File: src/rtl/button_event_gen_pkg.sv
// Shared definitions for the button event generator.
//   - btn_state_t : per-button FSM state (IDLE / DOWN / HELD)
//   - EVT_*       : 2-bit event codes presented on evt_code
//   - max_u       : constant helper used to size the hold counter
package button_event_gen_pkg;

   typedef enum logic [1:0] {
      ST_IDLE = 2'd0,
      ST_DOWN = 2'd1,
      ST_HELD = 2'd2
   } btn_state_t;

   localparam logic [1:0] EVT_PRESS   = 2'd0;
   localparam logic [1:0] EVT_RELEASE = 2'd1;
   localparam logic [1:0] EVT_LONG    = 2'd2;
   localparam logic [1:0] EVT_REPEAT  = 2'd3;

   function automatic int unsigned max_u(input int unsigned a, input int unsigned b);
      return (a > b) ? a : b;
   endfunction

endpackage

File: src/rtl/button_event_gen_sync_fifo.sv
// Synchronous FIFO used as the event queue.
// Ports:
//   clk, rst_n   clock, asynchronous active-low reset
//   push, wdata  write request and data (ignored when full unless popping)
//   pop          read request (ignored when empty)
//   rdata        head entry, forced to zero while empty
//   full, empty  occupancy flags
module button_event_gen_sync_fifo #(
   parameter int WIDTH = 4,
   parameter int DEPTH = 8
) (
   input  logic             clk,
   input  logic             rst_n,
   input  logic             push,
   input  logic [WIDTH-1:0] wdata,
   input  logic             pop,
   output logic [WIDTH-1:0] rdata,
   output logic             full,
   output logic             empty
);

   localparam int AW = $clog2(DEPTH);

   logic [WIDTH-1:0] mem_r [DEPTH];
   logic [AW:0]      wr_ptr_r;
   logic [AW:0]      rd_ptr_r;
   logic             do_push_s;
   logic             do_pop_s;

   // Pointers carry one extra wrap bit to tell full from empty.
   assign empty     = (wr_ptr_r == rd_ptr_r);
   assign full      = (wr_ptr_r[AW] != rd_ptr_r[AW]) &&
                      (wr_ptr_r[AW-1:0] == rd_ptr_r[AW-1:0]);
   assign do_pop_s  = pop & ~empty;
   // A push into a full FIFO is legal when the head leaves in the same cycle.
   assign do_push_s = push & (~full | do_pop_s);
   assign rdata     = empty ? {WIDTH{1'b0}} : mem_r[rd_ptr_r[AW-1:0]];

   // Storage write; data needs no reset because rdata is masked while empty.
   always_ff @(posedge clk) begin
      if (do_push_s) begin
         mem_r[wr_ptr_r[AW-1:0]] <= wdata;
      end
   end

   // Read and write pointer update.
   always_ff @(posedge clk or negedge rst_n) begin
      if (!rst_n) begin
         wr_ptr_r <= {(AW+1){1'b0}};
         rd_ptr_r <= {(AW+1){1'b0}};
      end else begin
         if (do_push_s) begin
            wr_ptr_r <= wr_ptr_r + {{AW{1'b0}}, 1'b1};
         end
         if (do_pop_s) begin
            rd_ptr_r <= rd_ptr_r + {{AW{1'b0}}, 1'b1};
         end
      end
   end

endmodule

File: src/rtl/button_event_gen.sv
// Button event generator: converts debounced button levels into PRESS, RELEASE,
// LONG and REPEAT events, queued through a FIFO to a valid/ready consumer.
// Ports:
//   clk, rst_n    clock, asynchronous active-low reset
//   btn           debounced button levels, 1 = pressed
//   evt_valid     FIFO head valid
//   evt_ready     consumer accepts head when evt_valid & evt_ready
//   evt_btn       button index of head event
//   evt_code      0=PRESS 1=RELEASE 2=LONG 3=REPEAT
//   overflow      sticky: an event was dropped
//   clr_overflow  synchronous clear of overflow (a new drop wins)
module button_event_gen
   import button_event_gen_pkg::*;
#(
   parameter  int NUM_BTN       = 4,
   parameter  int LONG_CYCLES   = 5000000,
   parameter  int REPEAT_CYCLES = 1000000,
   parameter  int FIFO_DEPTH    = 8,
   localparam int IDW           = (NUM_BTN > 1) ? $clog2(NUM_BTN) : 1
) (
   input  logic               clk,
   input  logic               rst_n,
   input  logic [NUM_BTN-1:0] btn,
   output logic               evt_valid,
   input  logic               evt_ready,
   output logic [IDW-1:0]     evt_btn,
   output logic [1:0]         evt_code,
   output logic               overflow,
   input  logic               clr_overflow
);

   localparam int CW = $clog2(max_u(LONG_CYCLES, REPEAT_CYCLES) + 1);
   localparam logic [CW-1:0] LONG_LAST = CW'(LONG_CYCLES - 1);
   localparam logic [CW-1:0] REP_LAST  = CW'(REPEAT_CYCLES - 1);
   localparam logic [CW-1:0] CNT_MAX   = {CW{1'b1}};
   localparam logic [CW-1:0] CNT_ONE   = CW'(1);

   logic [NUM_BTN-1:0]      pend_v_s;
   logic [NUM_BTN-1:0][1:0] pend_code_s;
   logic [NUM_BTN-1:0]      grant_s;
   logic [NUM_BTN-1:0]      drop_s;
   logic                    fifo_full_s;
   logic                    fifo_empty_s;
   logic                    fifo_pop_s;
   logic                    can_write_s;
   logic                    push_s;
   logic [IDW-1:0]          win_idx_s;
   logic [1:0]              win_code_s;
   logic                    overflow_r;

   for (genvar i = 0; i < NUM_BTN; i++) begin : g_btn
      btn_state_t    state_r;
      btn_state_t    state_nxt_s;
      logic [CW-1:0] cnt_r;
      logic [CW-1:0] cnt_nxt_s;
      logic          emit_s;
      logic [1:0]    emit_code_s;
      logic          pend_v_r;
      logic [1:0]    pend_code_r;

      // Next-state logic; a release always takes priority over LONG/REPEAT.
      always_comb begin
         state_nxt_s = state_r;
         cnt_nxt_s   = cnt_r;
         emit_s      = 1'b0;
         emit_code_s = EVT_PRESS;
         case (state_r)
            ST_IDLE: begin
               if (btn[i]) begin
                  emit_s      = 1'b1;
                  emit_code_s = EVT_PRESS;
                  state_nxt_s = ST_DOWN;
                  cnt_nxt_s   = {CW{1'b0}};
               end else begin
                  cnt_nxt_s   = {CW{1'b0}};
               end
            end
            ST_DOWN: begin
               if (!btn[i]) begin
                  emit_s      = 1'b1;
                  emit_code_s = EVT_RELEASE;
                  state_nxt_s = ST_IDLE;
                  cnt_nxt_s   = {CW{1'b0}};
               end else if (cnt_r == LONG_LAST) begin
                  emit_s      = 1'b1;
                  emit_code_s = EVT_LONG;
                  state_nxt_s = ST_HELD;
                  cnt_nxt_s   = {CW{1'b0}};
               end else begin
                  cnt_nxt_s   = cnt_r + CNT_ONE;
               end
            end
            ST_HELD: begin
               if (!btn[i]) begin
                  emit_s      = 1'b1;
                  emit_code_s = EVT_RELEASE;
                  state_nxt_s = ST_IDLE;
                  cnt_nxt_s   = {CW{1'b0}};
               end else if ((REPEAT_CYCLES != 0) && (cnt_r == REP_LAST)) begin
                  emit_s      = 1'b1;
                  emit_code_s = EVT_REPEAT;
                  cnt_nxt_s   = {CW{1'b0}};
               end else if (cnt_r != CNT_MAX) begin
                  // With REPEAT disabled the counter parks at its maximum.
                  cnt_nxt_s   = cnt_r + CNT_ONE;
               end else begin
                  cnt_nxt_s   = cnt_r;
               end
            end
            default: begin
               state_nxt_s = ST_IDLE;
               cnt_nxt_s   = {CW{1'b0}};
            end
         endcase
      end

      // FSM state and hold counter registers.
      always_ff @(posedge clk or negedge rst_n) begin
         if (!rst_n) begin
            state_r <= ST_IDLE;
            cnt_r   <= {CW{1'b0}};
         end else begin
            state_r <= state_nxt_s;
            cnt_r   <= cnt_nxt_s;
         end
      end

      // A new event is lost only if the slot is occupied and not drained now.
      assign drop_s[i] = emit_s & pend_v_r & ~grant_s[i];

      // Pending slot: refill wins over drain, so drain+refill keeps the slot full.
      always_ff @(posedge clk or negedge rst_n) begin
         if (!rst_n) begin
            pend_v_r    <= 1'b0;
            pend_code_r <= EVT_PRESS;
         end else if (emit_s && !drop_s[i]) begin
            pend_v_r    <= 1'b1;
            pend_code_r <= emit_code_s;
         end else if (grant_s[i]) begin
            pend_v_r    <= 1'b0;
         end else begin
            pend_v_r    <= pend_v_r;
         end
      end

      assign pend_v_s[i]    = pend_v_r;
      assign pend_code_s[i] = pend_code_r;
   end

   assign fifo_pop_s  = ~fifo_empty_s & evt_ready;
   assign can_write_s = ~fifo_full_s | fifo_pop_s;

   // Fixed-priority arbiter: lowest-index pending slot wins one FIFO write.
   always_comb begin
      grant_s    = {NUM_BTN{1'b0}};
      push_s     = 1'b0;
      win_idx_s  = {IDW{1'b0}};
      win_code_s = EVT_PRESS;
      for (int i = 0; i < NUM_BTN; i++) begin
         if (can_write_s && pend_v_s[i] && !push_s) begin
            grant_s[i] = 1'b1;
            push_s     = 1'b1;
            win_idx_s  = IDW'(i);
            win_code_s = pend_code_s[i];
         end else begin
            grant_s[i] = 1'b0;
         end
      end
   end

   // Sticky overflow flag; a drop in the clear cycle keeps it set.
   always_ff @(posedge clk or negedge rst_n) begin
      if (!rst_n) begin
         overflow_r <= 1'b0;
      end else if (|drop_s) begin
         overflow_r <= 1'b1;
      end else if (clr_overflow) begin
         overflow_r <= 1'b0;
      end else begin
         overflow_r <= overflow_r;
      end
   end

   assign overflow = overflow_r;

   button_event_gen_sync_fifo #(
      .WIDTH (IDW + 2),
      .DEPTH (FIFO_DEPTH)
   ) u_fifo (
      .clk   (clk),
      .rst_n (rst_n),
      .push  (push_s),
      .wdata ({win_idx_s, win_code_s}),
      .pop   (fifo_pop_s),
      .rdata ({evt_btn, evt_code}),
      .full  (fifo_full_s),
      .empty (fifo_empty_s)
   );

   assign evt_valid = ~fifo_empty_s;

endmodule

File: config.mk
export PLATFORM = sky130hd
export DESIGN_NAME = button_event_gen
export DESIGN_NICKNAME = d
export VERILOG_FILES = /design/src/rtl/button_event_gen_pkg.sv /design/src/rtl/button_event_gen_sync_fifo.sv /design/src/rtl/button_event_gen.sv
export SDC_FILE = /design/constraint.sdc
export NUM_CORES = 1
export LEC_CHECK = 0
export CORE_UTILIZATION = 33
export DETAILED_ROUTE_END_ITERATION = 10
export SYNTH_ARGS = -nofsm -noshare
export SYNTH_HDL_FRONTEND = slang
export SYNTH_HIERARCHICAL = 1
export SYNTH_SLANG_ARGS = --single-unit
File: constraint.sdc
create_clock -name clk -period 6.77 [get_ports clk]
set_input_delay 1.354 -clock clk [delete_from_list [all_inputs] [get_ports clk]]
set_output_delay 1.354 -clock clk [all_outputs]
set_load 0.05 [all_outputs]
# Word level (Yosys, flattened, before mapping)
# Memory sizes are Yosys's and may differ from the RTL's.
# Index checks and enable logic that the tools add are counted.
# totals
mem_count	1
ram_bits	32
mem_bits_ro	0
in_bits	8
elab_cells	232
latch_bits	0
output_inout_bits	6
regBits	121
# mem_list
name	words	width	read_ports	rd_clocked_by_memory_dff	wr	line_no	source
u_fifo.mem_r	8	4	1	0	1	button_event_gen_sync_fifo.sv:24	logic [WIDTH-1:0] mem_r [DEPTH];
# op_classes
n_addsub	6
n_shift	0
n_eq_ne	39
n_lt_le_gt_ge	0
n_mul	0
mux	115
n_div	0
n_reduce_logical	33
n_bitwise	19
# ops
cell	n
23-bit 2-to-1 mux	20
23-bit case mux with 2 select lines	4
23-bit by 1-bit adder with 23-bit output, second input constant	4
23-bit by 20-bit == test with 1-bit output, second input constant	4
23-bit == test, second input constant	4
23-bit inequality test, second input constant	4
2-bit 2-to-1 mux	38
1-bit 2-to-1 mux	40
2-bit case mux with 3 select lines	4
2-bit inequality test, second input constant	8
4-bit inequality test, second input constant	4
2-bit case mux with 2 select lines	4
1-bit logical AND	12
3-bit inequality test, second input constant	4
1-bit case mux with 3 select lines	4
3-bit AND reduction	4
1-bit bitwise AND	11
2-bit nonzero test	5
4-bit by 1-bit adder with 4-bit output, second input constant	2
2-bit by 1-bit == test with 1-bit output, second input constant	4
2-bit == test, second input constant	4
2-bit zero test	4
1-bit zero test	7
1-bit inverter	6
6 further kinds	7

# Longest topological paths before layout
# Gate-level depths: netlist of the first run.
# depth
word_depth	20
ltp_mapped	10
mapped_depth_nobuf	8

# By module
# The synthesis of the first run kept the hierarchy.
# by_module_without_submodules
module	cells_per_inst	area_each_um2	n_inst	seq_area_each_um2
button_event_gen	742	6621.4	1	2827.7
button_event_gen_sync_fifo	107	1774.2	1	1161.1

# Worst setup path after synthesis of the first run
# OpenSTA, ideal clock, no wires.
# synth_path
path_kind	input-to-reg
startpoint	input port evt_ready
endpoint	memory u_fifo.mem_r[5][0] (enable)
slack_ns	3.750
required_time_ns	6.391
setup_ns	0.379
path_buffers	0
arrival_ns	2.642
path_stages	5
path_cell_list	nor2b_1 -> nor2b_1 -> a21oi_1 -> nand2_1 -> nor4b_1
# synth_between
elab_chain_len	16
word_cells_on_any_way	21
classes_between	6 x mux; 5 x bitwise; 10 x reduce/logical
# synth_lines
item	line_no	source
start, declared	button_event_gen.sv:25	input logic evt_ready,
1-bit bitwise AND (*)	button_event_gen.sv:150	assign fifo_pop_s = ~fifo_empty_s & evt_ready;
1-bit OR (*)	button_event_gen.sv:151	assign can_write_s = ~fifo_full_s | fifo_pop_s;
1-bit logical AND	button_event_gen.sv:160	if (can_write_s && pend_v_s[i] && !push_s) begin
1-bit 2-to-1 mux	button_event_gen.sv:160	
1-bit zero test	button_event_gen.sv:160	
1-bit logical AND	button_event_gen.sv:160	
1-bit 2-to-1 mux	button_event_gen.sv:160	
1-bit zero test	button_event_gen.sv:160	
1-bit logical AND	button_event_gen.sv:160	
1-bit 2-to-1 mux	button_event_gen.sv:160	
1-bit zero test	button_event_gen.sv:160	
1-bit logical AND	button_event_gen.sv:160	
1-bit 2-to-1 mux (*)	button_event_gen.sv:160	
via push_s	button_event_gen.sv:46	logic push_s;
1-bit bitwise AND (*)	button_event_gen_sync_fifo.sv:36	assign do_push_s = push & (~full | do_pop_s);
1-bit 2-to-1 mux (*)	button_event_gen_sync_fifo.sv:41	if (do_push_s) begin
1-bit 2-to-1 mux (implied by the code) (*)	button_event_gen_sync_fifo.sv:42	mem_r[wr_ptr_r[AW-1:0]] <= wdata;
end, declared	button_event_gen_sync_fifo.sv:24	
# Mark *: on every way through the listed nets, which the timed path passes. The rest lies on a longest branch.

# Worst setup path after layout of the first run
# layout_path
startpoint	register u_fifo.rd_ptr_r[0]
endpoint	output port evt_btn[0]
# layout_between
elab_chain_len	2
word_cells_on_any_way	3
classes_between	1 x eq/ne; 1 x mux; 1 x memory
# layout_lines
item	line_no	source
start, declared	button_event_gen_sync_fifo.sv:26	logic [AW:0] rd_ptr_r;
start signal, assigned	button_event_gen_sync_fifo.sv:50	rd_ptr_r <= {(AW+1){1'b0}};
start signal, assigned	button_event_gen_sync_fifo.sv:56	rd_ptr_r <= rd_ptr_r + {{AW{1'b0}}, 1'b1};
memory read 8 x 4 bit or 4-bit == test (tied branches)	--	
4-bit 2-to-1 mux (*)	button_event_gen_sync_fifo.sv:37	assign rdata = empty ? {WIDTH{1'b0}} : mem_r[rd_ptr_r[AW-1:0]];
end, declared	button_event_gen.sv:26	output logic [IDW-1:0] evt_btn,
# Every way passes the cells marked *; elsewhere a longest branch is shown, timed or not.

==> results.txt, run 1 <==
----------------------------------------------------
[Layout]
  Total inserted antenna cells ... 0
  Growth of design area from synthesis to finish ... 11.7%
  Share of the core filled with cells in the final layout ... 0.375
  Final std cells w/o fill ... 1,189
  Number of nets in the finished design ... 876
  Fraction of layout cells with a size suffix above 1 ... 0.0722

[Job]
  # Max-Cap Violations ... 0

[Placed design]
  Dpl hpwl ... 11,200 um
  Number of instances in the placed design ... 1,157
  Post-Place Setup Slack ... 2.76 ns
  RePlAce Congestion ... 0.788
  Port bufs ... 13

[Synthesis]
  Portion of the post-synthesis area used by sequential elements ... 0.475
  Warnings, synthesis ... 6
  Most instantiated cells after synthesis ... sky130_fd_sc_hd__dfrtp_1 (121), sky130_fd_sc_hd__nand2_1 (106), sky130_fd_sc_hd__nor2_1 (52), sky130_fd_sc_hd__o21ai_1 (52), sky130_fd_sc_hd__nand3_1 (51)
  Dominant cell by count in the synthesized netlist ... sky130_fd_sc_hd__dfrtp_1
  Predominant post-synthesis flop cell ... sky130_fd_sc_hd__dfrtp_1
  Fraction of registers with async set or reset after synthesis ... 0.791
  Per-instance average area after synthesis ... 9.89 um2
  EDFF count, synth ... 32
  Share of Yosys cell area claimed by the top area cell type ... 0.361
  Synthesized flop and latch total ... 153
  Mapped cell area ... 0.00840 mm2
  Cell count after synthesis ... 849
  Synthesized net count ... 879
  Cell type contributing the most total cell area after synthesis ... sky130_fd_sc_hd__dfrtp_1
  Cells taking the most area after synthesis ... sky130_fd_sc_hd__dfrtp_1 (36%), sky130_fd_sc_hd__edfxtp_1 (11%), sky130_fd_sc_hd__nand2_1 (4.7%), sky130_fd_sc_hd__xnor2_1 (4.3%), sky130_fd_sc_hd__xor2_1 (3.8%)
  Number of distinct library cells after synthesis ... 74

[Global route]
  Gr ovfl total ... 0
  GRT Resource Usage Total ... 0.137
  Maximum number of pins on one net before global-route repair ... 68
  Via count of the first global-routing pass ... 5,935
  First-pass GRT wire length ... 29,100 um
  Number of antenna violations at the first check in global routing ... 0

[STA]
  Final worst slack ... 2.75 ns
  Maximum operating frequency ... 249 MHz
  Unrepaired setup endpoints after global routing ... no
  Worst slew slack as a fraction of its limit ... 0.404
  Final sum of negative setup slack ... 0 ns
  Worst-Margin Slew ... 0.887 ns
  Endpoints failing hold ... 0
  Final Critical Period ... 4.02 ns
  Final max-slew violation count ... 0
  Largest clock skew in the final design ... 0.00796 ns
  Final period utilization ... 0.594
  Final setup violation count ... 0

[Routing]
  Vias after detailed routing ... 6,057
  Detailed-routing iteration count for the pre-antenna-repair pass ... 5
  # DRC ... 0
  Antenna Violating Nets Remaining ... 0
  Wire length after detailed routing ... 16,500 um
  Mean routed wirelength per cell ... 13.9 um
  Number of violations reported at the end of detailed-routing iteration 0 ... 382
  Avg Vias per Cell ... 5.09

[CTS]
  Number of buffers inserted by post-CTS setup repair ... 0
  Max Root-Sink Buffers ... 2
  Number of buffers added to fix hold violations after cts ... 0
  Post_cts resized ... 0
  Count of clock tree sinks ... 153
  CTS Root Cell ... sky130_fd_sc_hd__clkbuf_16
  Inserted Clock Buffers ... 17
  Clock slew at reported path FFs ... 0.06 ns
  Clock tree from TritonCTS ... yes
  Number of levels the H-tree was split into ... 4
  Later-pin clock latency in the skew report ... 0.42 ns

[Die]
  Die footprint ... 0.0261 mm2
  # IOs ... 14
  Effective utilization at floorplan ... 0.335
  Number of cell rows ... 58
  Placeable core region ... 0.0250 mm2
  Die boundary width ... 162 um
  Die outline height ... 162 um

[Run status]
  Status ... finished, final reports clean

[Critical path]
  Length in cells of the worst reg-to-reg path ... 8
  Type of the worst setup path ... reg2out
  Crit path max-delay cell type ... sky130_fd_sc_hd__dfrtp_1
  Reg-to-reg setup timing slack ... 3.29 ns
  FF-to-FF End ... u_fifo/mem_r[4][0]
  Series of cell instances along the critical path ... mux4_2 -> mux2i_1 -> nor2_1 -> clkdlybuf4s50_1
  Worst-path maximum fanout ... 12
  Type of element capturing the critical path ... output port
  CP peak stage delay ... 0.74 ns
  Worst flop-to-flop path startpoint ... u_fifo/rd_ptr_r[0]
  Data arrival time of the critical path ... 2.67 ns
  Worst EP required ... 5.42 ns
  Worst Setup Start Kind ... register

[Power]
  Total power per unit cell area ... 329 mW/mm2
  Maximum vdd ir drop ... 0.000386 V
  Static leakage ... 3.79 nW

[Min path]
  Endpoint with the worst hold slack ... g_btn[3].pend_code_r[1]
  Startpoint of the lowest-slack hold path ... g_btn[3].pend_code_r[1]
  Class of the tightest hold or removal check ... reg2reg
  Hold path depth ... 1

----------------------------------------------------
## worst max-delay path by stage
stage	from	to
after floorplan	evt_ready	u_fifo/mem_r[5][0]
after global placement	btn[2]	g_btn[2].cnt_r[11]
after detailed placement	btn[2]	g_btn[2].cnt_r[11]
after CTS	u_fifo/rd_ptr_r[0]	evt_btn[0]
after global routing	u_fifo/rd_ptr_r[0]	evt_code[0]
final	u_fifo/rd_ptr_r[0]	evt_btn[0]
## report_power, final
part	switching [W]	internal, W	total, W
registers	0.000135	0.00112	0.00125
clock network	0.000370	0.000566	0.000936
logic	0.000541	0.000362	0.000903
## stage by stage
step | power [W] | hold slack [ns] | area (um2)
3_3_place_gp | 0.00217 | 0.486 | 8790
2_1_floorplan | 0.00195 | 0.456 | 8400
5_1_grt | 0.00328 | 0.520 | 9380
4_1_cts | 0.00313 | 0.500 | 9380
6_report | 0.00309 | 0.497 | 9380
3_5_place_dp | 0.00218 | 0.486 | 8790
## critical path: cells and delay by family (launching register included)
| family | cells | cell delay, ns |
|---|---|---|
| simple gates | 1 | 0.06 |
| mux | 2 | 0.75 |
| buf+inv | 1 | 0.70 |
| flops | 1 | 0.74 |
## registers in the layout, indices dropped and copies added (netlist names)
register,count
g_btn.cnt_r,92
u_fifo/mem_r,32
g_btn.pend_code_r,8
g_btn.state_r,8
g_btn.pend_v_r,4
u_fifo/rd_ptr_r,4
u_fifo/wr_ptr_r,4
overflow,1
## layout make-up
type | count | area [um2]
fill | 2496 | 15700
multi-input combinational | 626 | 4110
sequential | 153 | 3990
clock buffer | 20 | 462
tap | 330 | 413
timing repair buffer | 17 | 161
clock inverter | 12 | 125
inverter | 31 | 116
## placed cells by master (no fill, tap or decap), types with 4 or more instances in the layout
cell type	netlist	final
sky130_fd_sc_hd__nand3b_1	6	6
sky130_fd_sc_hd__o211ai_1	4	4
sky130_fd_sc_hd__or3_1	7	7
sky130_fd_sc_hd__dfrtp_1	121	121
sky130_fd_sc_hd__nor2_1	52	52
sky130_fd_sc_hd__nand3_1	51	51
sky130_fd_sc_hd__xnor2_1	41	41
sky130_fd_sc_hd__nor4_1	11	11
sky130_fd_sc_hd__clkbuf_16	0	18
sky130_fd_sc_hd__nor3_1	26	26
sky130_fd_sc_hd__or4_1	5	5
sky130_fd_sc_hd__buf_4	2	4
sky130_fd_sc_hd__and2_1	4	4
sky130_fd_sc_hd__edfxtp_1	32	32
sky130_fd_sc_hd__mux2_1	4	4
sky130_fd_sc_hd__o21ai_1	52	52
sky130_fd_sc_hd__o2bb2ai_1	4	4
sky130_fd_sc_hd__and4_1	16	16
sky130_fd_sc_hd__inv_1	30	30
sky130_fd_sc_hd__nand4_1	16	16
sky130_fd_sc_hd__nor2b_1	8	8
sky130_fd_sc_hd__xor2_1	36	36
sky130_fd_sc_hd__clkdlybuf4s50_1	0	12
sky130_fd_sc_hd__clkinv_2	0	5
sky130_fd_sc_hd__mux2i_1	11	11
sky130_fd_sc_hd__ha_1	22	22
sky130_fd_sc_hd__nand2b_1	6	6
sky130_fd_sc_hd__nand4b_1	5	5
sky130_fd_sc_hd__nor4b_1	8	8
sky130_fd_sc_hd__or2_2	4	4
sky130_fd_sc_hd__a31oi_1	6	6
sky130_fd_sc_hd__mux4_2	8	8
sky130_fd_sc_hd__nand2_1	106	106
sky130_fd_sc_hd__o22ai_1	4	4
sky130_fd_sc_hd__and3_1	18	18
sky130_fd_sc_hd__o21ai_0	11	11
sky130_fd_sc_hd__a21oi_1	28	28
## logic make-up (layout without fill, tap and decap cells)
family | after synthesis | in the layout | share of synthesized area
buffers and inverters | 70 | 80 | 0.0352
muxes | 25 | 25 | 0.0431
DFF | 153 | 153 | 0.475
adders and majority gates | 22 | 22 | 0.0328
xor gates and xnor gates | 79 | 79 | 0.0842
AOI/OAI and AO/OA | 137 | 137 | 0.0997
and+or+nand+nor | 363 | 363 | 0.230
## routing by layer
metal  wire length (um)  vias up  part of all wire  GRT usage
met5                  0        -                 0          0
met1               8290     2930              0.50      0.191
met3                389       19             0.024     0.0236
li1                   -     3044                 -          -
met2               7550       64              0.46      0.212
met4                243        0             0.015     0.0515
(Power assumes the default switching activity.)
==> run 2: changes to the inputs <==
==> constraint.sdc (replaced) <==
create_clock -name clk -period 3.6 [get_ports clk]
set_input_delay 0.72 -clock clk [delete_from_list [all_inputs] [get_ports clk]]
set_output_delay 0.72 -clock clk [all_outputs]
set_load 0.05 [all_outputs]
==> run 2 against run 1 <==
  * Core utilization up 0.36 points
  * Routed wire length up 2.1%
  * Non-clock buffer count up 7
  * Flip-flop and latch count unchanged
  * Hold slack worse by 0.23 ns
  * Global-route usage up 0.25 points
  * Design area up 0.96%
  * Clock skew up 0.0031 ns
  * Final cell count up 0.59%
  * Clock power up 99%
  * Critical path type unchanged
  * Critical endpoint is now evt_code[0]
  * Highest routed layer unchanged
==> results.txt, run 2 (synthesis results as in run 1) <==
----------------------------------------------------
[Critical path]
  Series of cell instances along the critical path ... buf_4 -> mux4_2 -> mux2i_1 -> nor2_1 -> clkdlybuf4s50_1 (was mux4_2 -> mux2i_1 -> nor2_1 -> clkdlybuf4s50_1)
  Dominant delay contributor by cell family on the critical path ... buffers and inverters (was multiplexers)
  Worst Setup Start Kind ... register (unchanged)
  Type of element capturing the critical path ... output port (unchanged)
  CP peak stage delay ... 0.70 ns (was 0.74 ns)
  Worst EP required ... 2.88 ns (was 5.42 ns)
  Crit path max-delay cell type ... sky130_fd_sc_hd__clkdlybuf4s50_1 (was sky130_fd_sc_hd__dfrtp_1)
  Data arrival time of the critical path ... 2.54 ns (was 2.67 ns)
  Worst-path maximum fanout ... 8 (was 12)
  Worst path buffer plus inverter count ... 2 (was 1)
  Type of the worst setup path ... reg2out (unchanged)

[Routing]
  Wire length after detailed routing ... 16,800 um (was 16,500 um)
  Number of violations reported at the end of detailed-routing iteration 0 ... 351 (was 382)
  Avg Vias per Cell ... 5.07 (was 5.09)
  Antenna Violating Nets Remaining ... 0 (unchanged)
  Mean routed wirelength per cell ... 14.1 um (was 13.9 um)
  Vias after detailed routing ... 6,067 (was 6,057)
  Detailed-routing iteration count for the pre-antenna-repair pass ... 4 (was 5)
  # DRC ... 0 (unchanged)

[STA]
  Endpoints failing hold ... 0 (unchanged)
  Final worst slack ... 0.339 ns (was 2.75 ns)
  Final max-slew violation count ... 0 (unchanged)
  Final period utilization ... 0.906
  Worst slew slack as a fraction of its limit ... 0.382 (was 0.404)
  Final setup violation count ... 0 (unchanged)
  Worst-Margin Slew ... 0.920 ns (was 0.887 ns)
  Final sum of negative setup slack ... 0 ns (unchanged)
  Largest clock skew in the final design ... 0.0111 ns (was 0.00796 ns)
  Maximum operating frequency ... 307 MHz
  Unrepaired setup endpoints after global routing ... no (unchanged)
  Final Critical Period ... 3.26 ns

[Die]
  Die footprint ... 0.0261 mm2 (unchanged)
  Effective utilization at floorplan ... 0.335 (unchanged)
  Number of cell rows ... 58 (unchanged)
  Die outline height ... 162 um (unchanged)
  Die boundary width ... 162 um (unchanged)
  # IOs ... 14 (unchanged)
  Placeable core region ... 0.0250 mm2 (unchanged)

[Global route]
  Number of antenna violations at the first check in global routing ... 0 (unchanged)
  First-pass GRT wire length ... 30,000 um (was 29,100 um)
  Maximum number of pins on one net before global-route repair ... 69 (was 68)
  GRT Resource Usage Total ... 0.140 (was 0.137)
  Via count of the first global-routing pass ... 6,157 (was 5,935)
  Gr ovfl total ... 0 (unchanged)

[Layout]
  Leading cell type in the layout, fill and taps excluded ... sky130_fd_sc_hd__dfrtp_1 (unchanged)
  Register with the most flip-flops ... g_btn.cnt_r (unchanged)
  Commonest cells after routing, fill and taps aside ... sky130_fd_sc_hd__dfrtp_1 (121), sky130_fd_sc_hd__nand2_1 (106), sky130_fd_sc_hd__nor2_1 (52), sky130_fd_sc_hd__o21ai_1 (52), sky130_fd_sc_hd__nand3_1 (51) (unchanged)
  Max FFs per register ... 92 (unchanged)
  Number of nets in the finished design ... 883 (was 876)
  Filler Cell Count ... 2,443 (was 2,496)
  Total inserted antenna cells ... 0 (unchanged)
  Fraction of layout cells with a size suffix above 1 ... 0.0751 (was 0.0722)
  Growth of design area from synthesis to finish ... 12.8% (was 11.7%)
  Final std cells w/o fill ... 1,196 (was 1,189)

[CTS]
  Post_cts resized ... 0 (unchanged)
  Clock tree from TritonCTS ... yes (unchanged)
  Later-pin clock latency in the skew report ... 0.41 ns (was 0.42 ns)
  Count of clock tree sinks ... 153 (unchanged)
  Inserted Clock Buffers ... 17 (unchanged)
  Clock slew at reported path FFs ... 0.06 ns (about the same)
  Number of buffers inserted by post-CTS setup repair ... 0 (unchanged)
  Number of levels the H-tree was split into ... 4 (unchanged)
  Number of buffers added to fix hold violations after cts ... 0 (unchanged)
  CTS Root Cell ... sky130_fd_sc_hd__clkbuf_16 (unchanged)
  Max Root-Sink Buffers ... 2 (unchanged)

[Power]
  Maximum vdd ir drop ... 0.000486 V (was 0.000386 V)
  Static leakage ... 3.84 nW (was 3.79 nW)
  Post-layout power ... 0.00594 W (was 0.00309 W)
  Total power per unit cell area ... 628 mW/mm2 (was 329 mW/mm2)

[Placed design]
  Dpl hpwl ... 11,400 um (was 11,200 um)
  Post-Place Setup Slack ... 0.552 ns (was 2.76 ns)
  Number of instances in the placed design ... 1,164 (was 1,157)
  Port bufs ... 13 (unchanged)
  RePlAce Congestion ... 0.786 (was 0.788)

[Job]
  # Max-Cap Violations ... 0 (unchanged)

[Min path]
  Class of the tightest hold or removal check ... in2async (was reg2reg)

[Run status]
  Status ... finished, final reports clean (unchanged)

----------------------------------------------------
## run 2: cell count changes in the layout (fill, tap and decap cells not counted), moves of 2 or more
| cell | before | now |
|---|---|---|
| sky130_fd_sc_hd__clkbuf_8 | 0 | 2 |
| sky130_fd_sc_hd__clkinv_2 | 5 | 2 |
| sky130_fd_sc_hd__clkbuf_1 | 1 | 5 |
| sky130_fd_sc_hd__clkinv_4 | 2 | 0 |
| sky130_fd_sc_hd__buf_4 | 4 | 10 |
## run 2: layer usage
metal	wire, um	share of wire	up-vias	GRT usage
li1	-	-	3060	-
met5	0	0	-	0
met2	7940	0.47	54	0.225
met4	93	0.0055	0	0.0395
met1	8470	0.50	2947	0.190
met3	330	0.020	6	0.0272
## run 2: cell type report
class / count / area (um2) / share of cell area
Multi-Input combinational cell: 626 / 4110 / 0.434
Sequential cell: 153 / 3990 / 0.421
Clock buffer: 25 / 497 / 0.0525
Tap cell: 330 / 413 / 0.0436
Timing Repair Buffer: 24 / 226 / 0.0239
Inverter: 31 / 116 / 0.0123
Clock inverter: 7 / 115 / 0.0122
## run 2: power breakdown
part	internal, W	total, W	switching [W]
Sequential	0.00210	0.00233	0.000231
Combinational	0.000710	0.00176	0.00105
Clock	0.00117	0.00186	0.000687
## run 2: stage by stage
stage | utilization | hold WS (ns) | cell area, um2
floorplan | - | 0.424 | 8400
global placement | 0.354 | 0.490 | 8860
detailed placement | 0.354 | 0.493 | 8860
CTS | 0.378 | 0.280 | 9470
global route | 0.378 | 0.305 | 9470
finish | 0.378 | 0.269 | 9470
## run 2: worst paths after layout
path / startpoint / to / slack [ns] / cells past startpoint
max in group asynchronous: rst_n / g_btn[0].state_r[1] / 2.58 / 2
hold / removal: rst_n / g_btn[1].cnt_r[0] / 0.27 / 1
setup reg to reg: u_fifo/rd_ptr_r[1] / u_fifo/mem_r[6][0] / 0.62 / 7
min in group clk: g_btn[0].pend_code_r[0] / g_btn[0].pend_code_r[0] / 0.51 / 1
setup / recovery: u_fifo/rd_ptr_r[0] / evt_code[0] / 0.34 / 5
hold reg to reg: g_btn[0].pend_code_r[0] / g_btn[0].pend_code_r[0] / 0.51 / 1
